## src/rtl/mac_pin_driver.sv

```systemverilog
// Host-side sequencer for the 8-bit MAC core: streams operand pairs into the
// MAC pins, reads back the 16-bit accumulator at frame end and clears the MAC.
module mac_pin_driver #(
  parameter int SETTLE_CYCLES = 1
) (
  input  logic        clk,
  input  logic        rst_n,
  input  logic        s_valid,
  output logic        s_ready,
  input  logic [7:0]  s_a,
  input  logic [7:0]  s_b,
  input  logic        s_last,
  output logic        r_valid,
  input  logic        r_ready,
  output logic [15:0] r_data,
  output logic [7:0]  r_count,
  output logic [7:0]  pin_ui,
  output logic [7:0]  pin_uio,
  input  logic [7:0]  pin_uo,
  output logic        pin_ena
);

  typedef enum logic [2:0] {
    CLEAR, IDLE, LOAD_A, MAC, SETTLE, RD_LO, RD_HI, RESULT
  } state_t;

  state_t      state, next_state;
  logic [7:0]  b_q;
  logic        last_q;
  logic [7:0]  pair_cnt;
  logic [3:0]  settle_cnt;
  logic        hi_wait;
  logic [7:0]  ui_d;
  logic [7:0]  uio_d;
  logic        accept;
  logic        consume;

  assign accept  = s_valid && s_ready;
  assign consume = r_valid && r_ready;

  // CLEAR leaves only once the clear strobe has actually been on the pins,
  // so the cycle right after reset release is a real clear cycle.
  always_comb begin
    next_state = state;
    case (state)
      CLEAR:   if (pin_uio[2]) next_state = IDLE;
      IDLE:    if (accept) next_state = LOAD_A;
      LOAD_A:  next_state = MAC;
      MAC:     next_state = last_q ? SETTLE : IDLE;
      SETTLE:  if (settle_cnt == 4'd1) next_state = RD_LO;
      RD_LO:   next_state = RD_HI;
      RD_HI:   if (hi_wait) next_state = RESULT;
      RESULT:  if (consume) next_state = CLEAR;
      default: next_state = CLEAR;
    endcase
  end

  // Pin values are decoded from the state being entered so they line up
  // with that state's cycle once registered.
  always_comb begin
    ui_d  = 8'd0;
    uio_d = 8'd0;
    case (next_state)
      CLEAR:  uio_d[2] = 1'b1;
      LOAD_A: begin
        ui_d     = s_a;
        uio_d[0] = 1'b1;
      end
      MAC: begin
        ui_d     = b_q;
        uio_d[1] = 1'b1;
      end
      RD_HI:  uio_d[3] = 1'b1;
      default: ;
    endcase
  end

  always_ff @(posedge clk or negedge rst_n) begin
    if (!rst_n) begin
      state      <= CLEAR;
      b_q        <= 8'd0;
      last_q     <= 1'b0;
      pair_cnt   <= 8'd0;
      settle_cnt <= 4'd0;
      hi_wait    <= 1'b0;
      s_ready    <= 1'b0;
      r_valid    <= 1'b0;
      r_data     <= 16'd0;
      r_count    <= 8'd0;
      pin_ui     <= 8'd0;
      pin_uio    <= 8'd0;
      pin_ena    <= 1'b0;
    end else begin
      state   <= next_state;
      pin_ena <= 1'b1;
      pin_ui  <= ui_d;
      pin_uio <= uio_d;
      s_ready <= (next_state == IDLE);
      // r_valid follows the RESULT state a cycle later, after both bytes landed.
      r_valid <= (state == RESULT) && !consume;

      if (accept) begin
        b_q    <= s_b;
        last_q <= s_last;
        if (pair_cnt != 8'hFF) pair_cnt <= pair_cnt + 8'd1;
      end else if (state == CLEAR) begin
        pair_cnt <= 8'd0;
      end

      if (state == MAC) settle_cnt <= 4'(SETTLE_CYCLES);
      else if (state == SETTLE) settle_cnt <= settle_cnt - 4'd1;

      hi_wait <= (state == RD_HI) && !hi_wait;

      if (state == RD_LO) r_data[7:0] <= pin_uo;
      if (state == RD_HI && hi_wait) begin
        r_data[15:8] <= pin_uo;
        r_count      <= pair_cnt;
      end
    end
  end

endmodule

```

## config.mk

```make
export PLATFORM = sky130hd
export DESIGN_NAME = mac_pin_driver
export DESIGN_NICKNAME = d
export VERILOG_FILES = /design/src/rtl/mac_pin_driver.sv
export SDC_FILE = /design/constraint.sdc
export NUM_CORES = 1
export LEC_CHECK = 0
export BUFFER_PORTS_ARGS = -buffer_cell sky130_fd_sc_hd__clkbuf_2
export CORE_ASPECT_RATIO = 0.8
export CORE_MARGIN = 10
export CORE_UTILIZATION = 30
export CTS_CLUSTER_DIAMETER = 40
export DETAILED_ROUTE_END_ITERATION = 10
export MAX_ROUTING_LAYER = met4
export PLACE_DENSITY = 0.48
export SYNTH_ARGS = -nofsm -noshare
export SYNTH_HDL_FRONTEND = slang
export SYNTH_SLANG_ARGS = --single-unit
```

## constraint.sdc

```tcl
create_clock -name clk -period 1.6 [get_ports clk]
set_input_delay 0.32 -clock clk [delete_from_list [all_inputs] [get_ports clk]]
set_output_delay 0.32 -clock clk [all_outputs]
set_load 0.005 [all_outputs]
```

---- Word-level counts from Yosys, hierarchy flattened ----
Cells that the tools add are included.
word-level totals
  register bits ........................... 64
  input port bits ......................... 29
  word-level logic and storage cells ...... 59
  output and inout bits ................... 43
operators by class
  add/sub/neg operators ................... 2
  eq/ne operators ......................... 14
  reductions and logical operators ........ 12
  multiplexer cells ....................... 17
operators by type and width
  operator             count
  $mux 8               3
  $pmux 3 s8           1
  $mux 3               6
  $pmux 8 s2           1
  $eq 3x3->1 const B   5
  $eq 3x2->1 const B   4
  $add 8x1->8 const B  1
  $mux 4               2
  $ne 8x8->1 const B   1
  $eq 3x1->1 const B   2
  $logic_not 3->1      2
  $logic_and 1x1->1    5
  $eq 4x1->1 const B   1
  $mux 1               4
  $reduce_bool 2->1    2
  $sub 4x1->4 const B  1
  $logic_not 1->1      2
  $ne 2x1->1 const B   1
  $reduce_and 2->1     1

---- Logic depth before layout (Yosys ltp) ----
Gate-level depths: netlist (run 1).
  word-level depth ........................ 5
  gate-level depth with buffers ........... 6
  mapped depth without buffers ............ 5

---- Worst setup path after synthesis (run 1) ----
Ideal clock, no wire load.
  path kind ............................... register to register
  start point ............................. register pair_cnt[0]
  end point ............................... register pair_cnt[3]
  path buffers ............................ 0
  period minus slack after synthesis ...... 1,424 ps
  data required time ...................... 1,521 ps
  setup slack ............................. 176 ps
  stages on the path, launching flop included .. 6
  data arrival time ....................... 1,345 ps
  library setup time ...................... 79 ps
  cells stage by stage .................... dfrtp_1 ha_1 nand3_2 o31a_4 nand4_1 mux2i_1
between the ends
  longest elaborated chain between the ends .. 3
  elaborated cells on any way between the ends .. 6
ends and longest elaborated chain
  item                                        RTL line  source
  from (decl)                                 30        logic [7:0] pair_cnt;
  from (signal assigned)                      105       if (pair_cnt != 8'hFF) pair_cnt <= pair_cnt + 8'd1;
  $add 8x1->8 or $ne 8x8->1 (tied branches)   105
  $mux 8 or $ne 2x1->1 (tied branches)        -
  $mux 8 or $reduce_and 2->1 (tied branches)  -
Several ways; a longest one is shown, not always the timed one. The select of a mux whose other input is x is not followed.
A chain may end at the register's enable or synchronous reset.

---- Final worst setup path (run 1) ----
  start point ............................. register s_ready
  end point ............................... register pair_cnt[2]
between the ends
  longest elaborated chain between the ends .. 3
  elaborated cells on any way between the ends .. 5
ends and longest elaborated chain
  item                                                       RTL line  source
  from (decl)                                                9         output logic s_ready,
  from (signal assigned)                                     98        s_ready <= (next_state == IDLE);
  $logic_and 1x1->1 (*)                                      38        assign accept = s_valid && s_ready;
  $ne 2x1->1 (no line) or $reduce_bool 2->1 (tied branches)  -
  $reduce_and 2->1 (no line)                                 -
Every way passes the cells marked *; elsewhere a longest branch is shown, timed or not.

==> results.md, run 1 <==
* Outcome: completed
* Ant. Diodes at 0
* Critical-path top delay cell: or4_1
* CP startpoint kind: flip-flop
* Netlist cell types at 42
* Starting Density at 0.304
* Power Density at 1850 mW/mm^2
* Cts bufs inserted at 9
* Arrival time of the worst setup path at 1.73 ns
* Post-route cell area at 0.00359 sq mm
* Layout area overhead at 31.7%
* Drt first pass iters at 4
* Global-route wire length before repair at 10700 um
* DP Wirelength at 4590 um
* Worst hold path class: input port to asynchronous set/reset pin
* FF+latch count, synth at 64
* CP Class: flip-flop to flip-flop
* Worst-path fanout max at 8
* Total negative slack at 0 ns
* Reg2Reg Depth at 4
* Die X at 127 um
* DR vias/cell at 4.57
* Most frequent cells in the layout: clkbuf_2, dfrtp_1, nand2_1
* Setup-failing EPs final at 0
* FMAX at 0.651 GHz
* Final period util at 0.959
* Crit end category: flip-flop
* DRC Markers at 0
* Core area at approximately 0.009 sq mm
* RR Endpoint: pair_cnt[2]
* Reg2Reg Setup Slack at 0.07 ns
* Gp weighted congestion at 0.788
* Initial DRC count at 118
* Max-cap viol count at 0
* Leak pwr at ~1.8 nW
* Die area at 0.0133 sq mm
* Die Y at roughly 110 um
* Post-route ant nets at 0
* Cell Chain, Critical Path: and2_1 -> or4_1 -> nand2_1 -> mux2i_1
* Clock sinks at 64
* Total wire length at between 6000 and 7000 um
* Sequential-to-total area share from yosys stat at 0.587
* Root Driver: clkbuf_16
* # IOs at 72
* Max clock buf depth at 2
* Unrepaired setup endpoints after global routing: false
* H-tree level count at 3
* Cts hold-fix bufs at 0
* Vias in the first global route at 2104
* CP peak stage delay at 0.56 ns
* Mapped Area at 0.00273 sq mm
* Total gr overflow at 0
* Critical path data required time at 1.79 ns
* Drt wl/cell at 15.0 um
* CTS tree: built
* Final setup skew at 0.00408 ns
* Final core occ at 0.401
* R2R Path Start: s_ready
* Worst rel slew slack at 0.652
* Site Rows at 31
* Slew Viols, Final at 0
* Clk_lat worst skew at about 0.33 ns
* Tot GR Track Use at 0.103
* DP Area at 0.00324 sq mm
* Crit path time final at around 1.5 ns
* Post-Syn Area per Cell at 11.9 sq um
* Syn. warnings at 0
* IO buf count at 67
* Hold Vio Cnt, Final at 0
* CTS clk-pin slew, worst paths at 0.05 ns
* Share of layout cells above drive strength 1 at 0.382
* Nets@finish at 344
* Largest net degree at the start of global routing at 65
* Mapped Cells at 230
* DR vias at 1975
* Antenna violations before repair at 0
* Worst vdd ir at around 780 uV
* Worst slew pin tran at 0.518 ns
* Commonest non-fill, non-tap cell in the layout: clkbuf_2
-- power by group --
group	switching [mW]	internal [mW]	leakage, nW	total (mW)
combinational	1.03	1.02	0.820	2.04
clock	0.684	1.40	0.158	2.08
sequential	0.362	2.18	0.819	2.54
total	2.07	4.59	1.80	6.66
-- metal layers --
metal,up-vias,track usage,wire length (um)
li1,968,-,-
met1,924,0.131,3220
met2,72,0.133,2630
met3,11,0.0466,518
met4,0,0.0487,95
met5,-,-,0
-- cell usage after synthesis (all sizes together) --
cell	count	area share
a22o	8	0.026
o31a	1	0.0064
clkbuf	2	0.0028
o211a	1	0.0037
nand2b	2	0.0046
or4	1	0.0028
dfrtp	64	0.59
o21a	1	0.0028
nor4	3	0.0069
nor3	4	0.0073
conb	2	0.0028
a211oi	2	0.0055
ha	3	0.014
nand4b	1	0.0087
mux2	23	0.095
o21ba	1	0.0037
and2	2	0.0055
nand3	4	0.0092
a21oi	8	0.015
a311oi	5	0.018
nand4	1	0.0023
a31oi	2	0.0046
buf	11	0.029
a221oi	1	0.0055
nand2	44	0.061
inv	3	0.0041
mux2i	3	0.011
o211ai	2	0.0055
o21ai	8	0.015
nor3b	1	0.0069
a2bb2oi	1	0.0032
nor2	12	0.017
nor2b	1	0.0032
and3	2	0.0046
-- state kept, by name, indices dropped and copies added, names as in the netlist --
signal,cells
s_ready,1
state,3
settle_cnt,4
r_valid,1
b_q,8
r_data,16
pair_cnt,8
pin_ui,8
pin_uio,4
pin_ena,1
last_q,1
r_count,8
hi_wait,1
-- final cells by class --
cell class,instances,area (sq um)
clock inverters,6,82.6
repair buffers,81,465
inverters,3,11.3
well taps,115,144
fillers,866,5370
clock buffers,10,239
flip-flops and latches,64,1600
multi-input cells,153,1050
-- per-stage QoR --
step	power, mW	worst slack (ns)	instances	hold WS [ns]
2_1_floorplan	3.76	0.176	233	0.0244
3_3_place_gp	4.58	0.0875	415	0.368
3_5_place_dp	4.61	0.0669	415	0.364
4_1_cts	6.74	0.0557	431	0.0106
5_1_grt	7.15	0.00303	432	0.0305
6_report	6.66	0.0651	432	0.00993
-- critical path: cells and delay by family, from the launching register on --
| kind | cells | cell delay, ns |
|---|---|---|
| DFF | 1 | 0.38 |
| muxes | 1 | 0.08 |
| and+or+nand+nor | 3 | 0.94 |
-- repair_timing --
action                     in CTS  in global routing
setup buffers                   0                  1
setup endpoints to repair       0                  3
resized for setup               0                  2
-- worst max-delay path by stage --
stage / to / depth (start not counted) / slack (ns) / from
2_1_floorplan: pair_cnt[3] / 5 / 0.18 / pair_cnt[0]
3_3_place_gp: pair_cnt[2] / 5 / 0.09 / s_valid
3_5_place_dp: pair_cnt[2] / 5 / 0.07 / s_valid
4_1_cts: pair_cnt[2] / 4 / 0.06 / s_ready
5_1_grt: pair_cnt[2] / 4 / 0.003 / s_ready
6_report: pair_cnt[2] / 4 / 0.07 / s_ready
-- cell families (layout without fill, tap and decap cells) --
logic type	count (synthesis)	after routing	share of synthesized area
and+or+nand+nor	78	78	0.140
DFF	64	64	0.587
buffers and inverters	16	100	0.0362
AOI/OAI and AO/OA	41	41	0.114
adders and majority gates	3	3	0.0138
muxes	26	26	0.106
other	2	5	0.00275
No activity file was read; power rests on OpenSTA's default activity.
==> inputs of run 2 (changes only) <==
--- a/config.mk
+++ b/config.mk
@@ -5,7 +5,9 @@
 export SDC_FILE = /design/constraint.sdc
 export NUM_CORES = 1
 export LEC_CHECK = 0
+export ABC_AREA = 1
 export BUFFER_PORTS_ARGS = -buffer_cell sky130_fd_sc_hd__clkbuf_2
+export CAP_MARGIN = 0
 export CORE_ASPECT_RATIO = 0.8
 export CORE_MARGIN = 10
 export CORE_UTILIZATION = 30
==> run 2 against run 1 <==
Clock skew is 0.0012 ns lower; total power is 0.81% lower; fmax is 8.6% higher; first-iteration DRC count is 6.8% lower; cell area is 0.66% lower; largest cell class unchanged.
==> results.md, run 2 <==
* Outcome: completed
* Area contributors post-synth: dfrtp_1, nand2_1, inv_1
* Worst hold path class: input port to asynchronous set/reset pin
* Total negative slack at 0 ns
* Nets@finish at between 400 and 500
* Power Density at between 1500 and 2000 mW/mm^2
* DP Cell Count at between 400 and 500
* Clock sinks at 64
* CP Class: flip-flop to flip-flop
* Worst vdd ir at 568 uV
* Post-CTS Setup Inserts at 0
* DRC Markers at 0
* Biggest register: r_data
* Gp weighted congestion at 0.816
* DP Wirelength at 5150 um
* Drt wl/cell at between 10 and 15 um
* Die X at 128 um
* Tot GR Track Use at 0.108
* Mapped Area at approximately 0.0028 sq mm
* Initial DRC count at 110
* Commonest non-fill, non-tap cell in the layout: nand2_1
* CTS tree: built
* Final setup skew at between 0.002 and 0.003 ns
* # fillers at 918
* Max clock buf depth at 2
* Post-synth top cells: nand2_1, dfrtp_1, inv_1, nor2_1, o21ai_0
* Slew Viols, Final at 0
* CP startpoint kind: flip-flop
* Antenna violations before repair at 0
* Most frequent cells in the layout: nand2_1, clkbuf_2, dfrtp_1
* Crit end category: flip-flop
* Largest net degree at the start of global routing at 65
* Root Driver: clkbuf_16
* FF+latch count, synth at 64
* Cts bufs inserted at 9
* Largest register FFs at 16
* H-tree level count at 3
* Starting Density at 0.308
* Site Rows at 31
* Core area at 0.00904 sq mm
* CTS clk-pin slew, worst paths at about 0.050 ns
* # IOs at 72
* Die area at between 0.01 and 0.015 sq mm
* Register area at 0.00160 sq mm
* Share of layout cells above drive strength 1 at 0.293
* Async set-reset flop share out of synthesis at 1.00
* Synth top area share at 0.576
* Post-Syn Area per Cell at about 9 sq um
* Area occupied by multi-input gates at about 0.001 sq mm
* Mapped Cells at 309
* Unrepaired setup endpoints after global routing: false
* Post-synth top flop: dfrtp_1
* Worst-path fanout max at 5
* Leak pwr at 1.96 nW
* Most common cell in the synthesized netlist: nand2_1
* FMAX at 0.707 GHz
* Post-route cell area at 0.00357 sq mm
* DP Area at between 0.003 and 0.004 sq mm
* Synth area leader: dfrtp_1
* Setup-failing EPs final at 0
* Final period util at 0.884
* Ant. Diodes at 0
* Global-route wire length before repair at about 11000 um
* Clk_lat worst skew at 0.33 ns
* DR vias/cell at ~4.3
* Vias in the first global route at 2250
* Non-filler instance count after layout at slightly above 500
* Critical path data required time at 1.86 ns
* Layout area overhead at 28.3%
* Hold Vio Cnt, Final at 0
* Post-route ant nets at 0
* Final Total Pwr at 6.61 mW
* Sequential-to-total area share from yosys stat at 0.576
* EDFF count, synth at 0
* Die Y at 106 um
* IO buf count at 67
* Worst hold slack at 0.000330 ns
* Total gr overflow at 0
* Cts hold-fix bufs at 0
* Drt first pass iters at 4
* Max-cap viol count at 0
* Arrival time of the worst setup path at 1.67 ns
* Total wire length at 6800 um
* Netlist cell types at 28
* Crit path time final at 1.41 ns
* Cts repair resizes at 0
* DR vias at 2209
* Syn. warnings at 0
## run 2: cell types whose count changed after synthesis, sizes merged, moves of 5 or more
| cell | previous run | this run |
|---|---|---|
| mux2 | 23 | 0 |
| nand3 | 4 | 14 |
| inv | 3 | 31 |
| nor2 | 12 | 26 |
| nand2 | 44 | 120 |
| a21oi | 8 | 0 |
| o21ai | 8 | 20 |
| a311oi | 5 | 0 |
## run 2: path summary, 6_finish.rpt
check / start / end / slack, ns / depth (start not counted)
setup / recovery: state[1] / pin_uio[2] / 0.19 / 7
hold / removal: rst_n / pin_uio[0] / 0.0003 / 2
setup reg to reg: state[1] / pin_uio[2] / 0.19 / 7
hold reg to reg: hi_wait / hi_wait / 0.46 / 1
max in group asynchronous: rst_n / state[0] / 1.32 / 2
min in group clk: s_b[1] / b_q[1] / 0.18 / 3
## run 2: critical path, stage by stage (launching register included)
cell and delay, ns:
dfrtp_1 0.44, buf_4 0.17, nand2_1 0.08, nor2_1 0.11, nor2_1 0.06, o21ai_0 0.19
nand3_2 0.15, nor2_1 0.13
## run 2: cell families (layout without fill, tap and decap cells)
group           count (synthesis)  count (layout)  share of synthesized area
xor+xnor                        3               3                    0.00945
compound gates                 31              31                     0.0715
fa+ha+maj                       3               3                     0.0135
flops                          64              64                      0.576
other cells                     2               5                    0.00270
buf+inv                        41             122                     0.0675
simple gates                  165             165                      0.260
## run 2: power breakdown
| part | total [mW] | leakage, nW | switching, mW | internal, mW |
|---|---|---|---|---|
| registers | 2.64 | 0.827 | 0.402 | 2.24 |
| logic | 2.05 | 0.994 | 1.22 | 0.830 |
| clock network | 1.91 | 0.138 | 0.711 | 1.20 |
| total | 6.61 | 1.96 | 2.34 | 4.27 |
## run 2: through the flow
step,setup WS (ns),utilization
3_3_place_gp,0.171,0.362
5_1_grt,0.00130,0.395
2_1_floorplan,0.352,-
3_5_place_dp,0.195,0.362
4_1_cts,0.177,0.395
6_report,0.186,0.395
## run 2: area by class of cell
cell class              count  share of cell area
clock buffers               9              0.0631
clock inverters             7              0.0200
inverters                  31              0.0326
multi-input cells         207               0.281
flip-flops and latches     64               0.449
well taps                 115              0.0403
repair buffers             75               0.114
## run 2: routing by layer
metal  vias to the layer above  wire [um]  GRT usage
met5                         -          0          -
met4                         0        133     0.0482
met3                        14        603     0.0417
met2                        76       2590      0.138
met1                      1002       3470      0.146
li1                       1117          -          -
==> inputs of run 3 (changes only) <==
--- a/config.mk
+++ b/config.mk
@@ -6,15 +6,16 @@
 export NUM_CORES = 1
 export LEC_CHECK = 0
 export ABC_AREA = 1
-export BUFFER_PORTS_ARGS = -buffer_cell sky130_fd_sc_hd__clkbuf_2
 export CAP_MARGIN = 0
 export CORE_ASPECT_RATIO = 0.8
 export CORE_MARGIN = 10
 export CORE_UTILIZATION = 30
 export CTS_CLUSTER_DIAMETER = 40
 export DETAILED_ROUTE_END_ITERATION = 10
+export DONT_BUFFER_PORTS = 1
 export MAX_ROUTING_LAYER = met4
-export PLACE_DENSITY = 0.48
+export PLACE_DENSITY_LB_ADDON = 0.25
+export REMOVE_ABC_BUFFERS = 1
 export SYNTH_ARGS = -nofsm -noshare
 export SYNTH_HDL_FRONTEND = slang
 export SYNTH_SLANG_ARGS = --single-unit
==> run 3 against run 2 <==
The flow now finishes with violations (hold timing); register-to-register slack hardly changed; via count down 13%; critical path type unchanged; largest cell class unchanged; global-route usage down 0.67 points; critical endpoint is now s_ready; cell count shrank 14%; critical path depth did not move; largest power group unchanged; non-clock buffer count is 69 lower.
==> results.md, run 3 (same netlist as run 2, synthesis figures left out) <==
* DR vias/cell at 4.39
* Ant. Diodes at 0
* # fillers at 900
* Initial DRC count at 74
* Die X at roughly 130 um
* CTS tree: built
* Outcome: finished with violations
* Post-route ant nets at 0
* Root Driver: clkbuf_16
* Routing usage on met1 at 0.122
* Arrival time of the worst setup path at 1.63 ns
* Worst-path fanout max at 7
* # IOs at 72
* GRT busiest layer: met2
* DP Wirelength at 4680 um
* Unrepaired setup endpoints after global routing: false
* Reg2Reg Setup Slack at ~0.18 ns
* Slew Viols, Final at 0
* Power Density at 2020 mW/mm^2
* Core area at 0.00904 sq mm
* Clk_lat worst skew at 0.32 ns
* Worst hold slack at -0.312 ns
* Total gr overflow at 0
* Die Y at 106 um
* FMAX at approximately 0.71 GHz
* Largest net degree at the start of global routing at 65
* Hold Vio Cnt, Final at 64
* DR vias at 1928
* Worst vdd ir at roughly 1000 uV
* Drt wl/cell at 14.7 um
* Nets@finish at between 300 and 400
* Largest register FFs at 16
* Total negative slack at 0 ns
* Final period util at 0.886
* Drt first pass iters at 4
* Share of layout cells above drive strength 1 at 0.145
* Commonest non-fill, non-tap cell in the layout: nand2_1
* Antenna violations before repair at 0
* Clock sinks at 64
* CTS clk-pin slew, worst paths at 0.05 ns
* Biggest register: r_data
* Total wire length at about 6400 um
* H-tree level count at 3
* IO buf count at 0
* Tot GR Track Use at 0.102
* GR Util met3 at 0.0591
* Leak pwr at 1.69 nW
* Layout area overhead at 17.5%
* Site Rows at 31
* Vias in the first global route at between 2000 and 2500
* Most frequent cells in the layout: nand2_1, dfrtp_1, inv_1
* Crit path time final at 1.42 ns
* CP startpoint kind: flip-flop
* Met2 Use GR at 0.140
* Setup-failing EPs final at 0
* Global-route wire length before repair at 10600 um
* Gp weighted congestion at 0.755
* CP Class: flip-flop to flip-flop
* Cts bufs inserted at 9
* Max-cap viol count at 0
* Worst hold path class: input port to asynchronous set/reset pin
* DRC Markers at 0
* Placement Setup Slack at 0.165 ns
* Max clock buf depth at 2
* Starting Density at 0.308
* Final WS setup at 0.182 ns
* Failing checks: hold timing
* Die area at approximately 0.014 sq mm
* Post-CTS Setup Inserts at 0
* Final setup skew at 0.00269 ns
* Crit end category: flip-flop
* Critical path data required time at roughly 1.8 ns
-- run 3: worst max-delay path, stage by stage, from the launching register on --
cell and delay, ns:
dfrtp_1 0.42, inv_2 0.18, nand2_4 0.08, nor2_2 0.21, buf_4 0.22, nor2_4 0.05, nand3_2 0.08, nor2_1 0.06
-- run 3: final cells by class --
| class | instances | area, sq um | share of cell area |
|---|---|---|---|
| Timing Repair Buffer | 6 | 45.0 | 0.0138 |
| Sequential cell | 64 | 1600 | 0.491 |
| Clock inverter | 5 | 103 | 0.0314 |
| Inverter | 31 | 116 | 0.0356 |
| Tap cell | 115 | 144 | 0.0440 |
| Multi-Input combinational cell | 207 | 1000 | 0.307 |
| Clock buffer | 11 | 253 | 0.0774 |
-- run 3: power breakdown --
| part | switching, mW | leakage [nW] | total [mW] | internal [mW] |
|---|---|---|---|---|
| sequential | 0.526 | 0.825 | 2.77 | 2.24 |
| combinational | 0.977 | 0.692 | 1.54 | 0.564 |
| clock | 0.694 | 0.172 | 2.30 | 1.60 |
-- run 3: metal layers --
layer / wire (um) / vias up
li1: - / 982
met3: 750 / 9
met1: 2960 / 874
met2: 2660 / 63
met4: 87 / 0
met5: 0 / -
-- run 3: what timing repair did --
action                                 CTS  global route
gates resized for setup                  0             1
endpoints found under the hold margin   64            64
setup endpoints to repair                0             2
-- run 3: path summary, 6_finish.rpt --
kind,startpoint,to,cells past startpoint
setup / recovery,state[2],s_ready,7
hold reg to reg,hi_wait,hi_wait,1
max in group asynchronous,rst_n,s_ready,0
hold / removal,rst_n,r_data[7],0
setup reg to reg,state[2],s_ready,7
min in group clk,s_b[0],b_q[0],2
-- run 3: stage by stage --
stage	hold WS (ns)	instances	utilization	instance area, sq um	power, mW
final	-0.312	439	0.361	3270	6.60
after global placement	0.0265	423	0.322	2910	4.32
after detailed placement	0.0264	423	0.322	2910	4.37
after floorplan	0.0244	302	-	2720	3.83
after CTS	-0.326	439	0.361	3270	6.71
after global routing	-0.334	439	0.361	3270	7.13
